--- src/rtl/lstm_gate_scheduler.sv ---
// ----------------------------------------------------------------------------
// lstm_gate_scheduler
//
// Time-shares one external multiply-add unit (out = W0*X + W1*h + b) across
// the four LSTM gate pre-activations i, f, g, o.
//
// A sample (x_t, h_{t-1}) is accepted over a valid/ready handshake. The four
// gate operand sets are then issued to the shared unit in fixed order
// (i, f, g, o). Each result is captured into its gate register. Finally the
// four pre-activations are presented together over a second valid/ready
// handshake.
//
// Ports
//   clk, rst              clock; synchronous active-high reset
//   in_valid / in_ready   sample handshake (x_in, h_in)
//   w_cfg, b_cfg          live weight / bias configuration, static while busy
//   mac_x .. mac_b        operands to the shared unit, held between issues
//   mac_out               result from the shared unit
//   out_valid / out_ready result handshake (gate_i, gate_f, gate_g, gate_o)
//   busy                  high whenever the scheduler is not idle
//
// Parameters
//   DATA_WIDTH   width of every data word
//   FRACT_WIDTH  fixed-point fraction bits; carried for the datapath owner only
//   MAC_LATENCY  cycles from operand issue to a valid mac_out (0 = combinational)
// ----------------------------------------------------------------------------
module lstm_gate_scheduler #(
    parameter int DATA_WIDTH  = 16,
    parameter int FRACT_WIDTH = 8,
    parameter int MAC_LATENCY = 0
) (
    input  logic                    clk,
    input  logic                    rst,
    input  logic                    in_valid,
    output logic                    in_ready,
    input  logic [DATA_WIDTH-1:0]   x_in,
    input  logic [DATA_WIDTH-1:0]   h_in,
    input  logic [8*DATA_WIDTH-1:0] w_cfg,
    input  logic [4*DATA_WIDTH-1:0] b_cfg,
    output logic [DATA_WIDTH-1:0]   mac_x,
    output logic [DATA_WIDTH-1:0]   mac_h,
    output logic [DATA_WIDTH-1:0]   mac_w0,
    output logic [DATA_WIDTH-1:0]   mac_w1,
    output logic [DATA_WIDTH-1:0]   mac_b,
    input  logic [DATA_WIDTH-1:0]   mac_out,
    output logic                    out_valid,
    input  logic                    out_ready,
    output logic [DATA_WIDTH-1:0]   gate_i,
    output logic [DATA_WIDTH-1:0]   gate_f,
    output logic [DATA_WIDTH-1:0]   gate_g,
    output logic [DATA_WIDTH-1:0]   gate_o,
    output logic                    busy
);

    typedef enum logic [1:0] {
        IDLE  = 2'd0,
        ISSUE = 2'd1,
        WAIT  = 2'd2,
        DONE  = 2'd3
    } state_t;

    // Wait counter runs 0 .. MAC_LATENCY-1; kept at least one bit wide so the
    // MAC_LATENCY=0 build still elaborates (the WAIT state is unreachable there).
    localparam int CNT_W = (MAC_LATENCY > 1) ? $clog2(MAC_LATENCY) : 1;
    localparam logic [CNT_W-1:0] CNT_LAST =
        (MAC_LATENCY > 0) ? CNT_W'(MAC_LATENCY - 1) : '0;

    state_t                       state;
    state_t                       state_next;
    logic [1:0]                   gate_idx;
    logic [CNT_W-1:0]             wait_cnt;
    logic [DATA_WIDTH-1:0]        x_lat;
    logic [DATA_WIDTH-1:0]        h_lat;
    logic [DATA_WIDTH-1:0]        w0_q;
    logic [DATA_WIDTH-1:0]        w1_q;
    logic [DATA_WIDTH-1:0]        b_q;
    logic [3:0][DATA_WIDTH-1:0]   gate_q;

    logic                         accept;
    logic                         capture;
    logic                         load_ops;
    logic [1:0]                   load_idx;

    // ------------------------------------------------------------------------
    // Next-state and control decode
    // ------------------------------------------------------------------------
    // NOTE: every signal written here gets a default first, so no path through
    // the case statement leaves one unassigned and no latch is inferred.
    always_comb begin
        state_next = state;
        accept     = 1'b0;
        capture    = 1'b0;

        case (state)
            IDLE: begin
                if (in_valid) begin
                    accept     = 1'b1;
                    state_next = ISSUE;
                end
            end
            ISSUE: begin
                if (MAC_LATENCY == 0) begin
                    capture    = 1'b1;
                    state_next = (gate_idx == 2'd3) ? DONE : ISSUE;
                end else begin
                    state_next = WAIT;
                end
            end
            WAIT: begin
                if (wait_cnt == CNT_LAST) begin
                    capture    = 1'b1;
                    state_next = (gate_idx == 2'd3) ? DONE : ISSUE;
                end
            end
            DONE: begin
                if (out_ready) begin
                    state_next = IDLE;
                end
            end
            default: state_next = IDLE;
        endcase
    end

    // Operands are registered one edge ahead of the ISSUE cycle that uses them:
    // on accept for gate 0, and on each non-final capture for the next gate.
    // This keeps mac_* glitch-free and stable for the whole issue/wait window.
    assign load_ops = accept | (capture & (gate_idx != 2'd3));
    assign load_idx = accept ? 2'd0 : (gate_idx + 2'd1);

    // ------------------------------------------------------------------------
    // State and datapath registers
    // ------------------------------------------------------------------------
    // NOTE: sequential state uses non-blocking assignments only, so every
    // register sees the pre-edge values of the others regardless of order.
    always_ff @(posedge clk) begin
        if (rst) begin
            state    <= IDLE;
            gate_idx <= 2'd0;
            wait_cnt <= '0;
            x_lat    <= '0;
            h_lat    <= '0;
            w0_q     <= '0;
            w1_q     <= '0;
            b_q      <= '0;
            // NOTE: the gate result array is explicitly cleared on reset
            // because an in-flight sample must not leak partial results.
            gate_q   <= '0;
        end else begin
            state <= state_next;

            if (accept) begin
                x_lat    <= x_in;
                h_lat    <= h_in;
                gate_idx <= 2'd0;
            end else if (capture && (gate_idx != 2'd3)) begin
                gate_idx <= gate_idx + 2'd1;
            end

            if (load_ops) begin
                w0_q <= w_cfg[(2 * int'(load_idx))     * DATA_WIDTH +: DATA_WIDTH];
                w1_q <= w_cfg[(2 * int'(load_idx) + 1) * DATA_WIDTH +: DATA_WIDTH];
                b_q  <= b_cfg[int'(load_idx) * DATA_WIDTH +: DATA_WIDTH];
            end

            if (capture) begin
                gate_q[gate_idx] <= mac_out;
            end

            if ((state == WAIT) && !capture) begin
                wait_cnt <= wait_cnt + 1'b1;
            end else begin
                wait_cnt <= '0;
            end
        end
    end

    // ------------------------------------------------------------------------
    // Outputs
    // ------------------------------------------------------------------------
    assign in_ready  = (state == IDLE);
    assign out_valid = (state == DONE);
    assign busy      = (state != IDLE);

    assign mac_x  = x_lat;
    assign mac_h  = h_lat;
    assign mac_w0 = w0_q;
    assign mac_w1 = w1_q;
    assign mac_b  = b_q;

    assign gate_i = gate_q[0];
    assign gate_f = gate_q[1];
    assign gate_g = gate_q[2];
    assign gate_o = gate_q[3];

endmodule

--- config.mk ---
export PLATFORM = sky130hd
export DESIGN_NAME = lstm_gate_scheduler
export DESIGN_NICKNAME = d
export VERILOG_FILES = /design/src/rtl/lstm_gate_scheduler.sv
export SDC_FILE = /design/constraint.sdc
export NUM_CORES = 1
export LEC_CHECK = 0
export CAP_MARGIN = 0
export CELL_PAD_IN_SITES_DETAIL_PLACEMENT = 0
export CELL_PAD_IN_SITES_GLOBAL_PLACEMENT = 1
export CORE_MARGIN = 5
export CORE_UTILIZATION = 25
export DETAILED_ROUTE_END_ITERATION = 6
export PLACE_DENSITY_LB_ADDON = 0.1
export SKIP_CTS_REPAIR_TIMING = 1
export SLEW_MARGIN = 5
export SYNTH_ARGS = -nofsm -noshare
export SYNTH_HDL_FRONTEND = slang
export SYNTH_SLANG_ARGS = --single-unit
export TNS_END_PERCENT = 5
--- constraint.sdc ---
create_clock -name clk -period 2.1 [get_ports clk]
set_input_delay 0.21 -clock clk [delete_from_list [all_inputs] [get_ports clk]]
set_output_delay 0.21 -clock clk [all_outputs]
set_load 0.03 [all_outputs]
After elaboration in Yosys (flattened, before gate mapping)
Index checks and enable logic that the tools add are counted.

$add $sub $neg: 3. $lt $le $gt $ge: 2. Equality and inequality tests: 8. Shifts and indexed selects: 3. Mux-type cells: 13. Bitwise operators: 3. Reductions and logical operators: 9.

Operators by type and width (number): $shiftx 128x8->16 (1); $shiftx 128x9->16 (1); $bwmux 64 (1); $shiftx 64x7->16 (1); $demux 16 s2 (1); $mux 16 (1); $mux 2 (5); $pmux 2 s4 (1); $eq 2x2->1 const B (3); $ne 2x2->1 const B (3); $add 3x1->4 const B (1); $reduce_or 2->1 (2); $logic_and 1x1->1 (3); $lt 2x3->1 const B (1); $mux 1 (3); $reduce_and 3->1 (1); $add 2x1->2 const B (1); $eq 2x1->1 const B (1); $ge 2x1->1 const B (1); $logic_not 2->1 (1); $ne 2x1->1 const B (1); $pmux 1 s2 (1); $reduce_bool 2->1 (1); $add 1x1->1 const B (1); 4 further kinds (4).

Flip-flop bits (word level): 149. Logic and storage cells: 53.

Depth between registers and ports, before layout
Gate-level depths: netlist of run 1.

Word-level depth: 6. Gate-level depth with buffers: 9.

Worst setup path after synthesis of run 1
No wires, ideal clock.

Path type: register to register. Start: reg gate_idx[0]. End: reg b_q[10], in the netlist mac_b[10]. Setup time: 0.117 ns. Data arrival time: 2.078 ns. Data required time: 1.983 ns. Slack: -0.096 ns. Cell stages (with the launch flop): 10. Clock period less this slack: 2.196 ns. Path through: dfxtp_1 clkbuf_1 inv_2 clkbuf_1 ha_1 and2_1 buf_4 clkbuf_1 a21oi_1 a32o_1.

Longest elaborated chain between the ends: 3. Elaborated cells between the ends (all ways): 6. Those cells by class: 1 x add/sub; 1 x eq/ne; 1 x shift; 1 x mux; 2 x bitwise.

Ends and longest elaborated chain: start: declaration (RTL line 70) `logic [1:0] gate_idx;`; start signal: assignment (RTL line 156) `gate_idx <= gate_idx + 2'd1;`; $add 2x1->2 / $ne 2x2->1 (equally long branches) (RTL line 128, 127); $mux 2 / $and 1x1->1 (equally long branches) (RTL line 128, 127); $shiftx 64x7->16 / $or 1x1->1 (equally long branches) (RTL line 162, 127); end signal: assignment (RTL line 162) `b_q <= b_cfg[int'(load_idx) * DATA_WIDTH +: DATA_WIDTH];`; end: declaration (RTL line 76) `logic [DATA_WIDTH-1:0] b_q;`.

Parallel ways exist; a longest one is shown, timed or not. A chain may end at the register's enable or synchronous reset.

Final worst setup path of run 1
Start: reg state[0]. End: out out_valid.

Longest elaborated chain between the ends: 1.

Ends and longest elaborated chain: start: declaration (RTL line 68) `state_t state;`; start signal: assignment (RTL line 149) `state <= state_next;`; $eq 2x2->1 (RTL line 181) `assign out_valid = (state == DONE);`; end: declaration (RTL line 46) `output logic out_valid,`.

Every way passes these cells.

==> metrics.log, run 1 <==
INFO  metric fmax = 500 MHz
INFO  metric syn_area = 7140 um^2
INFO  metric timing.max_cap.violations = 0
INFO  metric post_synthesis_average_cell_area = 8.70 um^2
INFO  metric ant_nets = 0
INFO  metric fin_util = 43.3%
INFO  metric min-delay-start = h_in[13]
INFO  metric grt_pass1_wl = 44500 um
INFO  metric tritoncts.num_buffers = 17
INFO  metric initialDrtViolationCount = 408
INFO  metric vias = 7290
INFO  metric max_slew_margin = 45.5%
INFO  metric cts-root-to-sink-buffers = 2
INFO  metric grt_use_total = 18.1%
INFO  metric floorplan.initialDensity = 25.5%
INFO  metric dieArea = 32000 um^2
INFO  metric hold_path.class = in -> reg
INFO  metric post-layout-total-power = 8230 uW
INFO  metric worst_setup_path_startpoint = state[0]
INFO  metric timing.clock.skew = 0.0143 ns
INFO  metric dieWidth = 179 um
INFO  metric ys_top_cells_by_area = dfxtp_1 (42%), mux2i_1 (16%), nor2_1 (8.4%)
INFO  metric most_frequent_cells_in_the_layout = clkdlybuf4s50_1 (387), nor2_1 (160), dfxtp_1 (148), mux2i_1 (113), a21oi_1 (82)
INFO  metric synth_seq_area_share = 41.8%
INFO  metric final_common_cell = clkdlybuf4s50_1
INFO  metric synth-edff-count = 0
INFO  metric p_leak = 0.00471 uW
INFO  metric drive_gt1_share = 5.55%
INFO  metric synth_ff_type = dfxtp_1
INFO  metric post_drt_via_cell_ratio = 4.65
INFO  metric num-nets-final = 1429
INFO  metric crit_path_cell_trace = buf_4, ha_1, clkdlybuf4s50_1
INFO  metric cts_tree = done
INFO  metric drv_slew = 0
INFO  metric detail_route.drc_violations = 0
INFO  metric route.final.wire_length = 30600 um
INFO  metric netlist.top_cell.by_area = dfxtp_1
INFO  metric clock_sink_count = 149
INFO  metric critPathCaptureType = output pin
INFO  metric grt_pass1_vias = 7278
INFO  metric cpMaxStageDelayCell = clkdlybuf4s50_1
INFO  metric yosys_warnings = 0
INFO  metric worstPathMaxFanout = 3
INFO  metric htree_levels = 4
INFO  metric layout.filler_cells = 2795
INFO  metric power.density_cell_area = 679 nW/um^2
INFO  metric ioPinCount = 391
INFO  metric dp_hpwl = 21400 um
INFO  metric critical_path.reg2reg.startpoint = state[1]
INFO  metric max-vdd-ir-drop = 449 uV
INFO  metric timing.critical_path.max_delay_family = buffers and inverters
INFO  metric setup.worst_path.class = reg -> out
INFO  metric setup_viol_count_final = 0
INFO  metric portBuffers = 390
INFO  metric syn-num-nets = 1073
INFO  metric finalWorstPathRequiredPeriod = 2.00 ns
INFO  metric synthArstFlopShare = 0%
INFO  metric number_of_antenna_violations_at_the_first_check_in_global_routing = 1
INFO  metric timing.final.hold_violations = 0
INFO  metric critPathArrivalTime = 1.79 ns
INFO  metric floorplan.rows = 61
INFO  metric critical_path_buf_inv_count = 2
INFO  metric required = 1.89 ns
INFO  metric clk_transition_reported_paths = 0.07 ns
INFO  metric floorplan.die.height = 179 um
INFO  metric worstSkewPairLatency = 0.43 ns
INFO  metric syn_inst = 821
INFO  metric final.setup.tns = 0 ns
INFO  metric grt_max_degree = 102
INFO  metric ctsRootBufferMaster = clkbuf_16
INFO  metric run_status = completed
INFO  metric synth_cell_types = 29
INFO  metric grt_setup_unrepaired = no
INFO  metric globalRoute.totalOverflow = 0
INFO  metric avgRoutedWirePerCell = 19.5 um
INFO  metric timing.critical_path.slowest_cell_delay = 0.74 ns
INFO  metric period_utilization_post_route = 95.2%
INFO  metric floorplan.core_area = 28000 um^2
INFO  metric count_of_state_elements_after_synthesis = 149
INFO  metric syn2layout_area_growth = 69.7%
INFO  metric startpoint_type = flip-flop
INFO  metric synth_top_area_share = 41.8%
INFO  metric gp_congestion = 0.768
INFO  metric worst-slew-pin-transition = 0.813 ns
INFO  metric drt_first_pass_iters = 4
flip-flops by register name, summed over array words and instances, names as in the netlist:
name and flops:
gate_idx 2, wait_cnt 1, gate_f 16, mac_x 16
state 2, gate_o 16, gate_i 16, mac_b 16
mac_h 16, gate_g 16, mac_w0 16, mac_w1 16
synth_stat cells, types with 4 or more instances:
cell type	n
buf_4	9
buf_1	4
dfxtp_1	149
nor2_1	160
a21oi_1	82
a32o_1	48
o21bai_1	48
o211ai_4	4
mux2i_1	113
buf_2	19
ha_1	8
clkbuf_1	36
nor3_1	50
inv_1	5
nand2_1	66
cell families (layout without fill, tap and decap cells):
logic type,after synthesis,in the layout,synth area share [%]
simple gates,286,286,16.4
compound gates,187,187,19.3
mux,113,113,15.8
other cells,0,1,0
buf+inv,77,446,5.17
fa+ha+maj,8,8,1.40
xor+xnor,1,1,0.123
flops,149,149,41.8
stage by stage:
stage | setup WS (ns) | hold WS [ns] | std cells | instance area [um^2]
after floorplan | -0.0956 | 0.346 | 821 | 7140
after global routing | 0.000365 | 0.318 | 1569 | 12100
after detailed placement | -0.136 | 0.446 | 1536 | 11500
final | 0.100 | 0.319 | 1569 | 12100
after CTS | -0.170 | 0.297 | 1568 | 12100
after global placement | -0.0416 | 0.441 | 1536 | 11500
final timing paths:
| check | endpoint | slack, ns | cells after the start |
|---|---|---|---|
| worst max register to register | mac_w0[1] | 0.17 | 8 |
| worst min register to register | mac_x[6] | 0.45 | 2 |
| worst min-delay path | mac_h[13] | 0.32 | 3 |
| worst max-delay path | out_valid | 0.1 | 3 |
per-layer routing:
metal	part of all wire, %	GRT usage, %	wire (um)
met1	41	22.1	12600
met2	48	30.3	14700
met3	9.6	6.64	2950
met4	1.3	4.38	413
met5	0	0	0
power by group:
group	switching (uW)	total (uW)	leakage [uW]	internal [uW]
Sequential	84.3	3060	0.00122	2980
Clock	1560	3200	0.000303	1640
Combinational	982	1970	0.00320	988
layout make-up:
class	instances	area, um^2	share of cell area (%)
Timing Repair Buffer	408	4180	34.5
Multi-Input combinational cell	595	3820	31.5
Sequential cell	149	2990	24.6
Tap cell	378	473	3.90
Clock buffer	17	425	3.51
Clock inverter	15	209	1.72
Inverter	6	22.5	0.186
Antenna cell	1	2.50	0.0207
worst register-to-register path, cell delays in order (launching register included):
cell	delay, ns
dfxtp_1	0.33
buf_4	0.12
inv_1	0.05
ha_1	0.27
nand2_4	0.11
buf_4	0.34
a21oi_4	0.11
buf_12	0.20
a32o_1	0.29
(Power assumes the default switching activity.)
==> run 2: changes to the inputs <==
--- a/config.mk
+++ b/config.mk
@@ -8,7 +8,6 @@
 export CAP_MARGIN = 0
 export CELL_PAD_IN_SITES_DETAIL_PLACEMENT = 0
 export CELL_PAD_IN_SITES_GLOBAL_PLACEMENT = 1
-export CORE_MARGIN = 5
 export CORE_UTILIZATION = 25
 export DETAILED_ROUTE_END_ITERATION = 6
 export PLACE_DENSITY_LB_ADDON = 0.1
==> run 2 against run 1 <==
  * Total power fell by 0.20%
  * Fmax rose by 0.97%
  * Clock skew rose by 0.0057 ns
  * Sequential cell count did not move
  * Combinational power barely moved
  * First-iteration DRC count fell by 6.1%
  * Largest power group unchanged
  * Largest cell class unchanged
==> metrics.log, run 2 (synthesis gave the netlist of run 1 again) <==
INFO  metric number_of_antenna_violations_at_the_first_check_in_global_routing = 2
INFO  metric floorplan.initialDensity = 25.6%
INFO  metric worst-slew-pin-transition = 0.812 ns
INFO  metric portBuffers = 390
INFO  metric dieArea = 29200 um^2
INFO  metric detail_route.drc_violations = 0
INFO  metric timing.clock.skew = 0.0201 ns
INFO  metric drive_gt1_share = 6.18%
INFO  metric final_common_cell = clkdlybuf4s50_1
INFO  metric ioPinCount = 391
INFO  metric max-vdd-ir-drop = 462 uV
INFO  metric initialDrtViolationCount = 383
INFO  metric max_slew_margin = 45.6%
INFO  metric grt_use_total = 19.2%
INFO  metric period_utilization_post_route = 94.3%
INFO  metric post_drt_via_cell_ratio = 4.69
INFO  metric grt_pass1_vias = 7160
INFO  metric worstPathMaxFanout = 16
INFO  metric final.setup.tns = 0 ns
INFO  metric grt_pass1_wl = 42600 um
INFO  metric floorplan.core_area = 27900 um^2
INFO  metric critPathCaptureType = flip-flop
INFO  metric pre_cts_ws = 0.0254 ns
INFO  metric multiInputGateArea = 3810 um^2
INFO  metric postLayoutSetupSlackWorst = 0.119 ns
INFO  metric post-layout-total-power = 8220 uW
INFO  metric htree_levels = 4
INFO  metric timing.max_cap.violations = 0
INFO  metric ant_nets = 0
INFO  metric clock_sink_count = 149
INFO  metric run_status = completed
INFO  metric required = 2.40 ns
INFO  metric fin_hold_ws = 0.317 ns
INFO  metric floorplan.rows = 61
INFO  metric drv_slew = 0
INFO  metric clk_transition_reported_paths = 0.08 ns
INFO  metric critical_path_buf_inv_count = 2
INFO  metric globalRoute.totalOverflow = 0
INFO  metric timing.critical_path.max_delay_family = compound AO/OA/AOI/OAI gates
INFO  metric tritoncts.num_buffers = 17
INFO  metric register_area = 2990 um^2
INFO  metric syn2layout_area_growth = 70.6%
INFO  metric grt_max_degree = 102
INFO  metric hold_path.class = in -> reg
INFO  metric dp_hpwl = 20000 um
INFO  metric fmax = 505 MHz
INFO  metric avgRoutedWirePerCell = 18.4 um
INFO  metric cts-root-to-sink-buffers = 2
INFO  metric finalWorstPathRequiredPeriod = 1.98 ns
INFO  metric most_frequent_cells_in_the_layout = clkdlybuf4s50_1 (387), nor2_1 (160), dfxtp_1 (147), mux2i_1 (113), a21oi_1 (82)
INFO  metric timing.final.hold_violations = 0
INFO  metric timing.critical_path.slowest_cell_delay = 0.65 ns
INFO  metric num-nets-final = 1437
INFO  metric p_leak = 0.00476 uW
INFO  metric crit_path_cell_trace = inv_2, ha_1, nor2b_1, buf_4, o211ai_4, mux2i_1, nor2_1
INFO  metric worstSkewPairLatency = 0.43 ns
INFO  metric floorplan.die.height = 171 um
INFO  metric gp_congestion = 0.782
INFO  metric route.final.wire_length = 29000 um
INFO  metric drt_first_pass_iters = 5
INFO  metric power.density_cell_area = 675 nW/um^2
INFO  metric cts_tree = done
INFO  metric startpoint_type = flip-flop
INFO  metric ctsRootBufferMaster = clkbuf_16
INFO  metric dieWidth = 171 um
INFO  metric cpMaxStageDelayCell = o211ai_4
INFO  metric setup.worst_path.class = reg -> reg
INFO  metric setup_viol_count_final = 0
INFO  metric grt_setup_unrepaired = yes
INFO  metric layout.filler_cells = 2839
INFO  metric vias = 7391
INFO  metric critPathArrivalTime = 2.28 ns
==> run 2: cell types whose count changed in the layout (fill, tap and decap cells not counted), sizes merged <==
cell,change
buf,+8
inv,+4
clkinv,-4
==> run 2: worst min-delay path, cell delays in order <==
cell             delay [ns]
clkdlybuf4s50_1        0.39
nand2_1                0.05
a21oi_1                0.05
==> run 2: metrics by stage <==
step,std cells,util [%],instance area (um^2)
finish,1577,43.6,12200
floorplan,821,-,7140
global placement,1543,41.3,11500
CTS,1575,43.5,12100
global route,1577,43.6,12200
detailed placement,1543,41.3,11500
==> run 2: path summary, 6_finish.rpt <==
check,from,end,slack (ns),depth (start not counted)
hold / removal,h_in[12],mac_h[12],0.32,3
setup reg to reg,state[0],gate_g[0],0.12,7
hold reg to reg,mac_x[9],mac_x[9],0.45,2
setup / recovery,state[0],gate_g[0],0.12,7
==> run 2: final cells by class <==
class                      count  share of cell area, %
sequential                   149                   24.6
clock inverter                15                   1.55
multi-input combinational    595                   31.3
timing repair buffer         416                   35.0
antenna                        1                 0.0206
clock buffer                  17                   3.49
inverter                       6                  0.185
tap                          378                   3.88
==> run 2: where the power goes <==
part / switching, uW / internal (uW) / total [uW]
Combinational: 977 / 998 / 1970
Clock: 1550 / 1630 / 3180
Sequential: 83.6 / 2980 / 3060
Total: 2610 / 5610 / 8220
==> run 2: per-layer routing <==
| metal | wire length [um] | global-route usage [%] | vias up |
|---|---|---|---|
| met2 | 13900 | 32.3 | 267 |
| met1 | 12100 | 22.8 | 3464 |
| met5 | 13 | 0 | - |
| met4 | 667 | 7.41 | 2 |
| li1 | - | - | 3620 |
| met3 | 2410 | 5.69 | 38 |
